==> src/rtl/vga_term_ctrl_if.sv <==
// Keyboard byte handshake plus the single-cell vmem write port of the terminal controller.
// key_valid/key_data are driven by the source; a byte transfers on any cycle where key_valid && key_ready; vmem_we writes one cell per cycle.
interface vga_term_ctrl_if #(
  parameter int COL_W = 7,
  parameter int ROW_W = 5
);
  logic                   key_valid;
  logic [7:0]             key_data;
  logic                   key_ready;
  logic                   vmem_we;
  logic [COL_W+ROW_W-1:0] vmem_waddr;
  logic [7:0]             vmem_wdata;

  // master: keyboard side / vmem observer; slave: the terminal controller
  modport master (
    output key_valid, key_data,
    input  key_ready, vmem_we, vmem_waddr, vmem_wdata
  );
  modport slave (
    input  key_valid, key_data,
    output key_ready, vmem_we, vmem_waddr, vmem_wdata
  );
endinterface

==> src/rtl/vga_term_ctrl.sv <==
// Terminal controller owning the text vmem write port: cursor, LF/CR, backspace, wrap, scroll via scroll_base.
// Optional feature macro: CURSOR_BLINK_EN (cursor_on blinks every BLINK_DIV cycles; otherwise tied to 1).
module vga_term_ctrl #(
  parameter int COLS      = 70,
  parameter int ROWS      = 30,
  parameter int COL_W     = 7,
  parameter int ROW_W     = 5,
  parameter int BLINK_DIV = 12_500_000
) (
  input  logic               clk,
  input  logic               rst,
  vga_term_ctrl_if.slave     bus,
  output logic [COL_W-1:0]   cur_col,
  output logic [ROW_W-1:0]   cur_row,
  output logic [ROW_W-1:0]   scroll_base,
  output logic               cursor_on,
  output logic [1:0]         state_dbg
);

  typedef enum logic [1:0] {
    CLR_ALL  = 2'd0,
    IDLE     = 2'd1,
    EXEC     = 2'd2,
    CLR_LINE = 2'd3
  } state_t;

  localparam logic [COL_W-1:0] LAST_COL = COL_W'(COLS - 1);
  localparam logic [ROW_W-1:0] LAST_ROW = ROW_W'(ROWS - 1);
  localparam logic [COL_W-1:0] ONE_C    = COL_W'(1);
  localparam logic [ROW_W-1:0] ONE_R    = ROW_W'(1);
  localparam logic [ROW_W:0]   ROWS_EXT = (ROW_W+1)'(ROWS);
  localparam logic [7:0]       SPACE    = 8'h20;

  state_t                   state_q, state_d;
  logic [COL_W-1:0]         col_q, col_d;
  logic [ROW_W-1:0]         row_q, row_d;
  logic [ROW_W-1:0]         base_q, base_d;
  logic                     ready_q, ready_d;
  logic                     we_q, we_d;
  logic [COL_W+ROW_W-1:0]   waddr_q, waddr_d;
  logic [7:0]               wdata_q, wdata_d;
  logic [COL_W-1:0]         clr_col_q, clr_col_d;
  logic [ROW_W-1:0]         clr_row_q, clr_row_d;
  logic                     scroll_q, scroll_d;
  logic                     accept;
  logic                     newline;
  logic [ROW_W-1:0]         cur_prow;

  function automatic logic [ROW_W-1:0] phys(input logic [ROW_W-1:0] r, input logic [ROW_W-1:0] b);
    logic [ROW_W:0] s;
    s = {1'b0, r} + {1'b0, b};
    if (s >= ROWS_EXT) s = s - ROWS_EXT;
    return s[ROW_W-1:0];
  endfunction

  assign accept   = (state_q == IDLE) && bus.key_valid && ready_q;
  assign cur_prow = phys(row_q, base_q);

  // The byte is decoded in the acceptance cycle so its write lands in the EXEC cycle.
  always_comb begin
    state_d   = state_q;
    col_d     = col_q;
    row_d     = row_q;
    base_d    = base_q;
    ready_d   = 1'b0;
    we_d      = 1'b0;
    waddr_d   = waddr_q;
    wdata_d   = wdata_q;
    clr_col_d = clr_col_q;
    clr_row_d = clr_row_q;
    scroll_d  = scroll_q;
    newline   = 1'b0;

    case (state_q)
      CLR_ALL: begin
        we_d    = 1'b1;
        waddr_d = {clr_col_q, clr_row_q};
        wdata_d = SPACE;
        if (clr_row_q == LAST_ROW) begin
          clr_row_d = '0;
          if (clr_col_q == LAST_COL) begin
            clr_col_d = '0;
            state_d   = IDLE;
            ready_d   = 1'b1;
          end else begin
            clr_col_d = clr_col_q + ONE_C;
          end
        end else begin
          clr_row_d = clr_row_q + ONE_R;
        end
      end

      IDLE: begin
        ready_d = 1'b1;
        if (accept) begin
          ready_d  = 1'b0;
          state_d  = EXEC;
          scroll_d = 1'b0;
          if (bus.key_data >= 8'h20 && bus.key_data <= 8'h7E) begin
            we_d    = 1'b1;
            waddr_d = {col_q, cur_prow};
            wdata_d = bus.key_data;
            if (col_q == LAST_COL) begin
              col_d   = '0;
              newline = 1'b1;
            end else begin
              col_d = col_q + ONE_C;
            end
          end else if (bus.key_data == 8'h0A || bus.key_data == 8'h0D) begin
            col_d   = '0;
            newline = 1'b1;
          end else if (bus.key_data == 8'h08) begin
            if (col_q != '0) begin
              col_d   = col_q - ONE_C;
              we_d    = 1'b1;
              waddr_d = {col_q - ONE_C, cur_prow};
              wdata_d = SPACE;
            end else if (row_q != '0) begin
              row_d   = row_q - ONE_R;
              col_d   = LAST_COL;
              we_d    = 1'b1;
              waddr_d = {LAST_COL, phys(row_q - ONE_R, base_q)};
              wdata_d = SPACE;
            end
          end

          if (newline) begin
            if (row_q != LAST_ROW) begin
              row_d = row_q + ONE_R;
            end else begin
              base_d    = (base_q == LAST_ROW) ? '0 : base_q + ONE_R;
              scroll_d  = 1'b1;
              clr_row_d = phys(LAST_ROW, base_d);
            end
          end
        end
      end

      EXEC: begin
        if (scroll_q) begin
          state_d   = CLR_LINE;
          we_d      = 1'b1;
          waddr_d   = {{COL_W{1'b0}}, clr_row_q};
          wdata_d   = SPACE;
          clr_col_d = '0;
        end else begin
          state_d = IDLE;
          ready_d = 1'b1;
        end
      end

      CLR_LINE: begin
        // Each CLR_LINE cycle shows the write issued on entry to it, so key_ready stays low for all COLS writes.
        if (clr_col_q == LAST_COL) begin
          state_d = IDLE;
          ready_d = 1'b1;
        end else begin
          clr_col_d = clr_col_q + ONE_C;
          we_d      = 1'b1;
          waddr_d   = {clr_col_q + ONE_C, clr_row_q};
          wdata_d   = SPACE;
        end
      end

      default: state_d = CLR_ALL;
    endcase
  end

  always_ff @(posedge clk) begin
    if (rst) begin
      state_q   <= CLR_ALL;
      col_q     <= '0;
      row_q     <= '0;
      base_q    <= '0;
      ready_q   <= 1'b0;
      we_q      <= 1'b0;
      waddr_q   <= '0;
      wdata_q   <= SPACE;
      clr_col_q <= '0;
      clr_row_q <= '0;
      scroll_q  <= 1'b0;
    end else begin
      state_q   <= state_d;
      col_q     <= col_d;
      row_q     <= row_d;
      base_q    <= base_d;
      ready_q   <= ready_d;
      we_q      <= we_d;
      waddr_q   <= waddr_d;
      wdata_q   <= wdata_d;
      clr_col_q <= clr_col_d;
      clr_row_q <= clr_row_d;
      scroll_q  <= scroll_d;
    end
  end

`ifdef CURSOR_BLINK_EN
  localparam int BW = (BLINK_DIV > 1) ? $clog2(BLINK_DIV) : 1;
  logic [BW-1:0] blink_cnt;
  logic          cursor_q;

  // Typing restarts the blink phase so the cursor is solid while keys arrive.
  always_ff @(posedge clk) begin
    if (rst || accept) begin
      blink_cnt <= '0;
      cursor_q  <= 1'b1;
    end else if (blink_cnt == BW'(BLINK_DIV - 1)) begin
      blink_cnt <= '0;
      cursor_q  <= ~cursor_q;
    end else begin
      blink_cnt <= blink_cnt + BW'(1);
    end
  end

  assign cursor_on = cursor_q;
`else
  assign cursor_on = 1'b1;
`endif

  assign bus.key_ready  = ready_q;
  assign bus.vmem_we    = we_q;
  assign bus.vmem_waddr = waddr_q;
  assign bus.vmem_wdata = wdata_q;
  assign cur_col        = col_q;
  assign cur_row        = row_q;
  assign scroll_base    = base_q;
  assign state_dbg      = state_q;

endmodule

==> src/flat_wrapper.sv <==
// flat-port wrapper written by rule: the top's interface ports become plain ports
module vga_term_ctrl_flat 
#(
  parameter int COLS      = 70,
  parameter int ROWS      = 30,
  parameter int COL_W     = 7,
  parameter int ROW_W     = 5,
  parameter int BLINK_DIV = 12_500_000
)
  (clk, rst, cur_col, cur_row, scroll_base, cursor_on, state_dbg, bus_key_valid, bus_key_data, bus_key_ready, bus_vmem_we, bus_vmem_waddr, bus_vmem_wdata);
  vga_term_ctrl_if #(.COL_W(COL_W), .ROW_W(ROW_W)) bus_i ();
  input  logic clk;
  input  logic rst;
  output logic [COL_W-1:0] cur_col;
  output logic [ROW_W-1:0] cur_row;
  output logic [ROW_W-1:0] scroll_base;
  output logic cursor_on;
  output logic [1:0] state_dbg;
  input wire logic [$bits(bus_i.key_valid)-1:0] bus_key_valid;
  input wire logic [$bits(bus_i.key_data)-1:0] bus_key_data;
  output wire logic [$bits(bus_i.key_ready)-1:0] bus_key_ready;
  output wire logic [$bits(bus_i.vmem_we)-1:0] bus_vmem_we;
  output wire logic [$bits(bus_i.vmem_waddr)-1:0] bus_vmem_waddr;
  output wire logic [$bits(bus_i.vmem_wdata)-1:0] bus_vmem_wdata;
  assign bus_i.key_valid = bus_key_valid;
  assign bus_i.key_data = bus_key_data;
  assign bus_key_ready = bus_i.key_ready;
  assign bus_vmem_we = bus_i.vmem_we;
  assign bus_vmem_waddr = bus_i.vmem_waddr;
  assign bus_vmem_wdata = bus_i.vmem_wdata;
  vga_term_ctrl #(.COLS(COLS), .ROWS(ROWS), .COL_W(COL_W), .ROW_W(ROW_W), .BLINK_DIV(BLINK_DIV)) u_core (.clk(clk), .rst(rst), .bus(bus_i), .cur_col(cur_col), .cur_row(cur_row), .scroll_base(scroll_base), .cursor_on(cursor_on), .state_dbg(state_dbg));
endmodule
==> config.mk <==
export PLATFORM = sky130hd
export DESIGN_NAME = vga_term_ctrl_flat
export DESIGN_NICKNAME = d
export VERILOG_FILES = /design/src/rtl/vga_term_ctrl_if.sv /design/src/rtl/vga_term_ctrl.sv /design/src/flat_wrapper.sv
export SDC_FILE = /design/constraint.sdc
export NUM_CORES = 1
export LEC_CHECK = 0
export CORE_ASPECT_RATIO = 0.5
export CORE_MARGIN = 1
export CORE_UTILIZATION = 61
export DETAILED_ROUTE_END_ITERATION = 8
export PLACE_DENSITY = 0.86
export RECOVER_POWER = 100
export SYNTH_ARGS = -nofsm -noshare
export SYNTH_HDL_FRONTEND = slang
export SYNTH_SLANG_ARGS = --single-unit
==> constraint.sdc <==
create_clock -name clk -period 8 [get_ports clk]
set_input_delay 1.6 -clock clk [delete_from_list [all_inputs] [get_ports clk]]
set_output_delay 1.6 -clock clk [all_outputs]
set_load 0.05 [all_outputs]
==> impl_metrics.csv <==
group,metric,value,unit
clocking,cts_tree,"yes",
logic_synthesis,synth_compound_area_share,27.2,%
timing,setup_viol,0,
timing,fmax,205,MHz
finish,final_cell_mix,"a21oi_1 (70), nand2_1 (55), dfxtp_1 (54)",
logic_synthesis,synth_xor_area_share,3.97,%
clocking,ctsResizeCount,0,
logic_synthesis,ys_seq_elements,54,
finish,diodes,0,
route,routedWlPerCell,16.0,um
route,drt_iter0_markers,388,
worst_hold_path,min_from,"u_core.bus.vmem_waddr[5]$_SDFFE_PP0P_",
setup_path,critPathKind,"in2reg",
logic_synthesis,yosys.area_share.simple,26.6,%
logic_synthesis,synth_edf_count,0,
die,dieWidth,122,um
timing,fin_hold_ws,0.450,ns
route,routed_wirelength,11.2,mm
pwr,power_density,113,mW/mm^2
place,place_congestion,0.914,
logic_synthesis,synth_mux_area_share,0.681,%
timing,rsz0062_at_grt,"no",
logic_synthesis,async_reset_ff_share,0,%
clocking,cts.sinks,54,
timing,hold_violations,0,
worst_hold_path,min_path_cells,2,
global_routing,grt.overflow.total,0,
setup_path,cpMaxStageDelayCell,"o21ai_0",
setup_path,critPathMaxFanout,12,
clocking,hold_buffers,0,
logic_synthesis,synth_top_family_by_area,"compound AO/OA/AOI/OAI gates",
finish,final_common_cell,"a21oi_1",
pwr,ir_drop,76.9,uV
logic_synthesis,synth_ff_type,"dfxtp_1",
finish,syn2layout_area_growth,13.1,%
logic_synthesis,synthesis.area,0.00441,sq mm
global_routing,grt_use_total,30.7,%
setup_path,crit_top_cell,"o21ai_0",
timing,slew_headroom,-21.0,%
logic_synthesis,seq_area_frac_synth,24.5,%
setup_path,crit_start,"bus_key_data[0]",
clocking,cts_setup_buffers,0,
logic_synthesis,synthAdderAreaFrac,10.6,%
route,drc_errors,0,
global_routing,grt_pass1_wl,19.0,mm
global_routing,grt_pass1_vias,3999,
setup_path,end_kind,"register",
die,design.core.area,0.00683,sq mm
setup_path,r2r_cells,8,
finish,layout.nets,653,
flow_run,maxCapViolations,2,
setup_path,cp.arrival,5.04,ns
timing,tightest_slew,1.81,ns
finish,drive_gt1_share,4.78,%
logic_synthesis,synth_cells,580,
clocking,clkSlewWorstSetupHoldPaths,0.07,ns
setup_path,reg2reg_from,"u_core.state_dbg[1]$_SDFFE_PP0P_",
die,chipHeight,62.1,um
clocking,cts-htree-levels,2,
route,firstDrtPassIters,7,
die,fp.dieArea,0.00759,sq mm
global_routing,antenna_found_initial,0,
setup_path,cpPeakStageDelay,1.02,ns
timing,tns,0,ns
die,num_rows,21,
setup_path,required,8.16,ns
clocking,cts_buffers,5,
pwr,p_leak,2.01,nW
setup_path,path_cells,"dlygate4sd3_1 > nand4_1 > o21ai_0 > o21ai_0 > nand2_1 > o21ai_0 > o221ai_1 > a21oi_1",
setup_path,rrSetupSlack,4.04,ns
logic_synthesis,synth_nets,627,
timing,clock_skew,0.00399,ns
timing,finalMaxSlewViolations,34,
route,antenna_left,0,
die,start_util,64.5,%
route,vias_per_cell,6.34,
place,hpwlAfterDp,7.94,mm
outcome,status,"finished, violations left",
logic_synthesis,synth_cell_types,81,
global_routing,grt_max_degree,57,
clocking,cts_root_buf,"clkbuf_16",
outcome,violations,"max-capacitance violations, max-slew violations",
clocking,cts.path.max_buffers,2,
timing,period_share,61.0,%
logic_synthesis,avgSynthCellArea,7.60,sq um
die,ioPinCount,53,
timing,fin_crit,4.88,ns
route,vias,4435,
place,portBuffers,51,
clocking,clkLatencyLatePin,0.30,ns
worst_hold_path,hold_path_class,"reg2reg",
setup_path,startpoint_type,"input pin",
logic_synthesis,ys_warn_count,0,
[final timing paths]
kind,to
hold reg to reg,u_core.bus.vmem_waddr[5]$_SDFFE_PP0P_
setup / recovery,u_core.clr_row_q[3]$_SDFFE_PP0P_
hold / removal,u_core.bus.vmem_waddr[5]$_SDFFE_PP0P_
setup reg to reg,u_core.bus.vmem_waddr[11]$_SDFFE_PP0P_
[synth_stat cells, drive strengths merged (5+ instances only)]
cell / instances / share of area, %
a21oi: 71 / 8.2
nand2: 55 / 4.7
dfxtp: 54 / 25
nor2: 52 / 4.4
o21ai: 42 / 4.9
ha: 34 / 9.7
nand3: 23 / 2.7
inv: 21 / 1.8
clkbuf: 19 / 2.5
nor3: 18 / 2.0
buf: 14 / 2.0
nand4: 14 / 2.0
xnor2: 13 / 2.6
or3: 12 / 1.8
and3: 10 / 1.4
a211oi: 7 / 1.6
a311oi: 7 / 1.4
xor2: 7 / 1.4
a21o: 5 / 0.85
a221oi: 5 / 0.99
a22oi: 5 / 0.85
nand3b: 5 / 0.85
nor2b: 5 / 0.71
nor3b: 5 / 1.2
[critical path, delay by kind of cell]
kind	cells	cell delay (ns)
and+or+nand+nor	2	0.68
buffers and inverters	1	0.62
AOI/OAI and AO/OA	5	2.14
[area by class of cell]
class	count	area (sq um)
multi-input combinational	472	3030
fill	569	1840
sequential	54	1080
timing repair buffer	52	513
clock buffer	6	129
tap	92	115
inverter	21	78.8
clock inverter	2	37.5
[kinds of logic (layout without fill, tap and decap cells)]
group | after synthesis | after routing
simple gates | 225 | 225
compound gates | 187 | 187
flops | 54 | 54
buf+inv | 54 | 81
fa+ha+maj | 36 | 36
xor+xnor | 20 | 20
mux | 3 | 3
other cells | 1 | 1
[per-stage QoR]
step / std cells / power (mW) / area, sq um / utilization [%] / setup slack [ns]
detailed placement: 691 / 0.315 / 4840 / 70.8 / 3.60
floorplan: 580 / 0.303 / 4410 / - / 4.82
finish: 699 / 0.563 / 4990 / 73.0 / 3.12
CTS: 699 / 0.565 / 5000 / 73.2 / 3.89
global route: 699 / 0.580 / 4990 / 73.0 / 2.76
global placement: 691 / 0.314 / 4840 / 70.8 / 3.68
[flip-flops by register name, summed over array words and instances (netlist names)]
| name | cells |
|---|---|
| u_core.bus.key_ready | 1 |
| u_core.bus.vmem_waddr | 12 |
| u_core.bus.vmem_wdata | 8 |
| u_core.bus.vmem_we | 1 |
| u_core.clr_col_q | 7 |
| u_core.clr_row_q | 5 |
| u_core.cur_col | 7 |
| u_core.cur_row | 5 |
| u_core.scroll_base | 5 |
| u_core.scroll_q | 1 |
| u_core.state_dbg | 2 |
[metal layers]
| layer | wire length, um | share of wire (%) | vias up | global-route usage (%) |
|---|---|---|---|---|
| met2 | 4970 | 44 | 172 | 49.0 |
| met1 | 5310 | 47 | 2068 | 41.9 |
| met5 | 0 | 0 | - | 3.47 |
| met3 | 782 | 7.0 | 14 | 6.16 |
| li1 | - | - | 2181 | - |
| met4 | 123 | 1.1 | 0 | 7.77 |
[power breakdown]
part | switching, mW | total (mW) | internal (mW)
clock | 0.107 | 0.255 | 0.148
combinational | 0.0226 | 0.0351 | 0.0124
sequential | 0.00229 | 0.273 | 0.271
No activity file was read; power rests on OpenSTA's default activity.
